===== config.mk =====
export PLATFORM = sky130hd
export DESIGN_NAME = broadcast_controller
export DESIGN_NICKNAME = d
export VERILOG_FILES = /design/src/rtl/broadcast_controller.sv
export SDC_FILE = /design/constraint.sdc
export NUM_CORES = 1
export LEC_CHECK = 0
export ABC_CLOCK_PERIOD_IN_PS = 1700
export CELL_PAD_IN_SITES_DETAIL_PLACEMENT = 0
export CELL_PAD_IN_SITES_GLOBAL_PLACEMENT = 2
export CORE_UTILIZATION = 28
export CTS_CLUSTER_DIAMETER = 80
export DETAILED_ROUTE_END_ITERATION = 6
export PLACE_DENSITY_LB_ADDON = 0.1
export SLEW_MARGIN = 40
export SYNTH_ARGS = -nofsm -noshare
export SYNTH_HDL_FRONTEND = slang
export SYNTH_SLANG_ARGS = --single-unit

===== constraint.sdc =====
create_clock -name clk -period 1.7 [get_ports clk]
set_input_delay 0.34 -clock clk [delete_from_list [all_inputs] [get_ports clk]]
set_output_delay 0.34 -clock clk [all_outputs]
set_load 0.05 [all_outputs]

===== src/rtl/broadcast_controller.sv =====
`default_nettype none
// ============================================================================
// Module   : broadcast_controller
// Purpose  : Walks particle IDs 1..N of one cell into the cell memory and
//            flags the returned read data. `BROADCAST_STALL_EN honours stall.
// Revision : 1.0  initial release
// ============================================================================
module broadcast_controller #(
    parameter int PARTICLE_ID_WIDTH = 7,
    parameter int COUNT_DELAY       = 3
) (
    input  logic                         clk,
    input  logic                         rst_n,
    input  logic                         start,
    input  logic [PARTICLE_ID_WIDTH-1:0] particle_count,
    input  logic                         broadcast_done,
    input  logic                         stall,
    output logic [PARTICLE_ID_WIDTH-1:0] particle_id,
    output logic                         rd_en,
    output logic                         particle_valid,
    output logic [PARTICLE_ID_WIDTH-1:0] valid_id,
    output logic                         busy,
    output logic                         done
);

    localparam logic [2:0] c_idle     = 3'd0;
    localparam logic [2:0] c_wait_cnt = 3'd1;
    localparam logic [2:0] c_bcast    = 3'd2;
    localparam logic [2:0] c_drain    = 3'd3;
    localparam logic [2:0] c_finish   = 3'd4;

    localparam int                           c_cnt_w    = (COUNT_DELAY > 1) ? $clog2(COUNT_DELAY) : 1;
    localparam logic [c_cnt_w-1:0]           c_cnt_last = c_cnt_w'(COUNT_DELAY - 1);
    localparam logic [PARTICLE_ID_WIDTH-1:0] c_id_max   = '1;

    logic [2:0]                   r_state;
    logic [2:0]                   w_state_nxt;
    logic [PARTICLE_ID_WIDTH-1:0] r_particle_id;
    logic [PARTICLE_ID_WIDTH-1:0] w_particle_id_nxt;
    logic [c_cnt_w-1:0]           r_delay_cnt;
    logic [c_cnt_w-1:0]           w_delay_cnt_nxt;
    logic                         r_particle_valid;
    logic [PARTICLE_ID_WIDTH-1:0] r_valid_id;
    logic                         w_rd_en;
    logic                         w_stall;

`ifdef BROADCAST_STALL_EN
    assign w_stall = stall;
`else
    // Port kept for pin compatibility; reads are never held back.
    logic w_unused_stall;
    assign w_unused_stall = stall;
    assign w_stall        = 1'b0;
`endif

    always_ff @(posedge clk or negedge rst_n) begin
        if (!rst_n) begin
            r_state          <= c_idle;
            r_particle_id    <= '0;
            r_delay_cnt      <= '0;
            r_particle_valid <= 1'b0;
            r_valid_id       <= '0;
        end else begin
            r_state          <= w_state_nxt;
            r_particle_id    <= w_particle_id_nxt;
            r_delay_cnt      <= w_delay_cnt_nxt;
            r_particle_valid <= w_rd_en;
            if (w_rd_en) begin
                r_valid_id <= r_particle_id;
            end
        end
    end

    always_comb begin
        w_state_nxt       = r_state;
        w_particle_id_nxt = r_particle_id;
        w_delay_cnt_nxt   = r_delay_cnt;
        w_rd_en           = 1'b0;
        case (r_state)
            c_idle: begin
                if (start) begin
                    w_state_nxt       = c_wait_cnt;
                    w_particle_id_nxt = PARTICLE_ID_WIDTH'(1);
                    w_delay_cnt_nxt   = '0;
                end
            end
            c_wait_cnt: begin
                if (r_delay_cnt == c_cnt_last) begin
                    w_state_nxt = (particle_count == '0) ? c_finish : c_bcast;
                end else begin
                    w_delay_cnt_nxt = r_delay_cnt + c_cnt_w'(1);
                end
            end
            c_bcast: begin
                // The done checker wins over backpressure.
                if (broadcast_done) begin
                    w_state_nxt = c_drain;
                end else if (!w_stall) begin
                    w_rd_en = 1'b1;
                    if (r_particle_id == c_id_max) begin
                        w_state_nxt = c_drain;
                    end else begin
                        w_particle_id_nxt = r_particle_id + PARTICLE_ID_WIDTH'(1);
                    end
                end
            end
            c_drain:  w_state_nxt = c_finish;
            c_finish: w_state_nxt = c_idle;
            default:  w_state_nxt = c_idle;
        endcase
    end

    assign particle_id    = r_particle_id;
    assign rd_en          = w_rd_en;
    assign particle_valid = r_particle_valid;
    assign valid_id       = r_valid_id;
    assign busy           = (r_state != c_idle);
    assign done           = (r_state == c_finish);

endmodule
`default_nettype wire


==> flow_metrics.tcl <==
set metrics [dict create \
    h-tree-depth 1 \
    yosys.area_share.simple 0.208 \
    syn_nets 102 \
    drcViolationCount 0 \
    relSlewSlack 0.727 \
    grt_pass1_wl_mm 3.83 \
    port_buffers 28 \
    synth_xor_area_frac 0 \
    coreArea_sq_um 3360 \
    fmax_ghz 0.587 \
    peakVddDrop_mv 0.530 \
    failed_checks "negative setup slack" \
    final_nets 153 \
    crit_type "reg2out" \
    layout-drive-gt1-share 0.464 \
    grt_pass1_vias 830 \
    finClkSkew_ns 0.00574 \
    maxSlewViolCount 0 \
    cts.sinks 20 \
    cp_slowest_cell "dfrtp_2" \
    die_h_um 61.5 \
    io_pins 30 \
    setup.worst_path.start_class "flop" \
    synth-compound-area-share 0.130 \
    p_sw_mw 1.10 \
    timing.final.crit_share 1.00 \
    synth_seq_cells 20 \
    critPathMaxFanout 4 \
    p_int_mw 1.52 \
    finalHoldViolations 0 \
    synthMuxAreaShare 0.0908 \
    diodes 0 \
    synthAdderAreaFrac 0.0252 \
    clockRootBuffer "clkbuf_4" \
    dieArea_sq_um 3790 \
    grt_max_degree 21 \
    outcome "complete, but fails checks" \
    cp_top_family "flip-flops" \
    pwr-share-clk 0.149 \
    holdWs_ns 0.366 \
    clockBufferDepth 2 \
    synth_edf_count 0 \
    num_vias 870 \
    drv_cap 0 \
    setup_slack_ns -0.00411 \
    track_usage 0.140 \
    path_buf_inv 2 \
    placed_cell_area_sq_um 1420 \
    ys_seq_area_frac 0.504 \
    power.leakage_nw 0.703 \
    cp_cell_sequence "nor4b_4 > buf_6 > buf_12" \
    die_w_um 61.5 \
    overflow 0 \
    syn-cell-area_sq_um 992 \
    start_util 0.295 \
    end_kind "output pin" \
    p_per_area_nw_per_um2 1680 \
    p_seq_frac 0.284 \
    cts_made_buffers 3 \
    drtIter0Drc 11 \
    insertion_delay_ns 0.30 \
    p_comb_frac 0.567 \
    ant_nets 0 \
    netlist_instances 88 \
    hpwl_mm 1.69 \
    via_per_inst 4.73 \
    synth_top_family_by_area "simple AND/OR/NAND/NOR gates" \
    cp_data_required_time_ns 1.36 \
    cts_tree "yes" \
    total_power_mw 2.62 \
    setup_viol 1 \
    synth_flop_cell "dfrtp_1" \
    dp_slack_ns -0.177 \
    gp_congestion 0.728 \
    worstMarginPinSlew_ns 0.406 \
    switching_share 0.420 \
    rsz0062_at_grt "true" \
    wl_mm 2.28 \
    ys_types 29 \
    wire_per_inst_um 12.4 \
    period_minus_slack_ns 1.70 \
    min_path_type "in2async" \
    yosysWarningCount 0 \
    rows 21 \
    async_flop_share 1.00 \
    antenna_found_initial 0 \
    final_area_sq_um 1560 \
    avgSynthCellArea_sq_um 11.3 \
    cpPeakStageDelay_ns 0.46 \
    dr.pass1.iters 3 \
    syn_to_final_growth_pct 57.4 \
    holdBufCountCts 0 \
    crit_arrival_ns 1.36 \
    clkTransAtPathRegs_ns 0.12 \
    nFillCells 344 \
]
[layer usage]
metal	vias up	global-route usage	part of all wire	wire length, um
li1	430	-	-	-
met1	414	0.186	0.48	1090
met2	22	0.224	0.47	1070
met3	4	0.0252	0.030	68
met4	0	0.0571	0.018	42
met5	-	0	0	0
[cell type report]
| class | count | area (sq um) | area share |
|---|---|---|---|
| multi-input cells | 61 | 469 | 0.300 |
| repair buffers | 50 | 464 | 0.297 |
| flip-flops and latches | 20 | 507 | 0.325 |
| clock inverters | 1 | 30.0 | 0.0192 |
| inverters | 3 | 11.3 | 0.00721 |
| well taps | 46 | 57.6 | 0.0369 |
| clock buffers | 3 | 22.5 | 0.0144 |
[metrics by stage]
step	utilization	TNS [ns]	instances
2_1_floorplan	-	0	88
3_3_place_gp	0.423	-1.25	172
3_5_place_dp	0.423	-1.37	172
4_1_cts	0.461	-0.0162	184
5_1_grt	0.464	-0.112	184
6_report	0.464	-0.00411	184
[synth_stat cells (all sizes together), types with 2 or more instances]
master / count / share of area
nand2: 7 / 0.026
buf: 2 / 0.023
dfrtp: 20 / 0.50
clkbuf: 2 / 0.0076
nor3b: 3 / 0.023
a22o: 3 / 0.026
a31oi: 3 / 0.019
inv: 3 / 0.011
mux2: 8 / 0.091
nor4: 3 / 0.019
a21oi: 3 / 0.015
nand3: 4 / 0.020
nor2: 7 / 0.026
nand4: 2 / 0.028
o21ai: 5 / 0.025
ha: 2 / 0.025
[layout by cell type (no fill, tap or decap), types with 2 or more instances in the layout]
cell type,Yosys,final
buf_4,0,33
a22o_1,3,3
inv_1,3,3
nor2_1,7,7
mux2_2,8,8
clkbuf_4,0,3
nor4_1,3,3
a21oi_1,3,3
o21ai_0,3,3
nand3_1,4,4
clkdlybuf4s50_1,0,9
dfrtp_2,0,5
buf_12,0,4
dfrtp_1,20,15
nor3b_1,3,2
buf_6,2,2
nand2_1,7,7
ha_1,2,2
a31oi_1,3,3
[state kept, by name, indices dropped and copies added, names as in the netlist]
register / count
particle_id: 7
r_state: 3
valid_id: 7
particle_valid: 1
r_delay_cnt: 2
[final timing paths]
kind / from / to / slack (ns) / depth (start not counted)
max: r_state[0] / rd_en / -0.004 / 3
min: rst_n / particle_id[3] / 0.37 / 2
max reg2reg: r_state[2] / particle_id[0] / 0.13 / 4
min reg2reg: valid_id[4] / valid_id[4] / 0.52 / 1
max in group asynchronous: rst_n / r_state[1] / 1.10 / 2
min in group clk: valid_id[4] / valid_id[4] / 0.52 / 1
[power by group through the flow]
stage	clock (mW)	sequential [mW]	combinational [mW]
4_1_cts	0.401	0.747	1.48
5_1_grt	0.424	0.771	1.59
2_1_floorplan	0	1.09	0.550
3_3_place_gp	0	0.773	1.32
6_report	0.391	0.745	1.49
3_5_place_dp	0	0.777	1.33
[timing repair]
action	4_1_cts	5_1_grt
endpoints found under the setup margin	3	3
cloned	0	0
setup buffers	8	0
pin swaps	1	2
resized for setup	8	2
[cell families after synthesis]
logic type	Yosys count
AOI/OAI and AO/OA	19
adders and majority gates	2
buffers and inverters	7
DFF	20
muxes	8
and+or+nand+nor	32
Note: power is estimated with default switching activity, not from simulation.
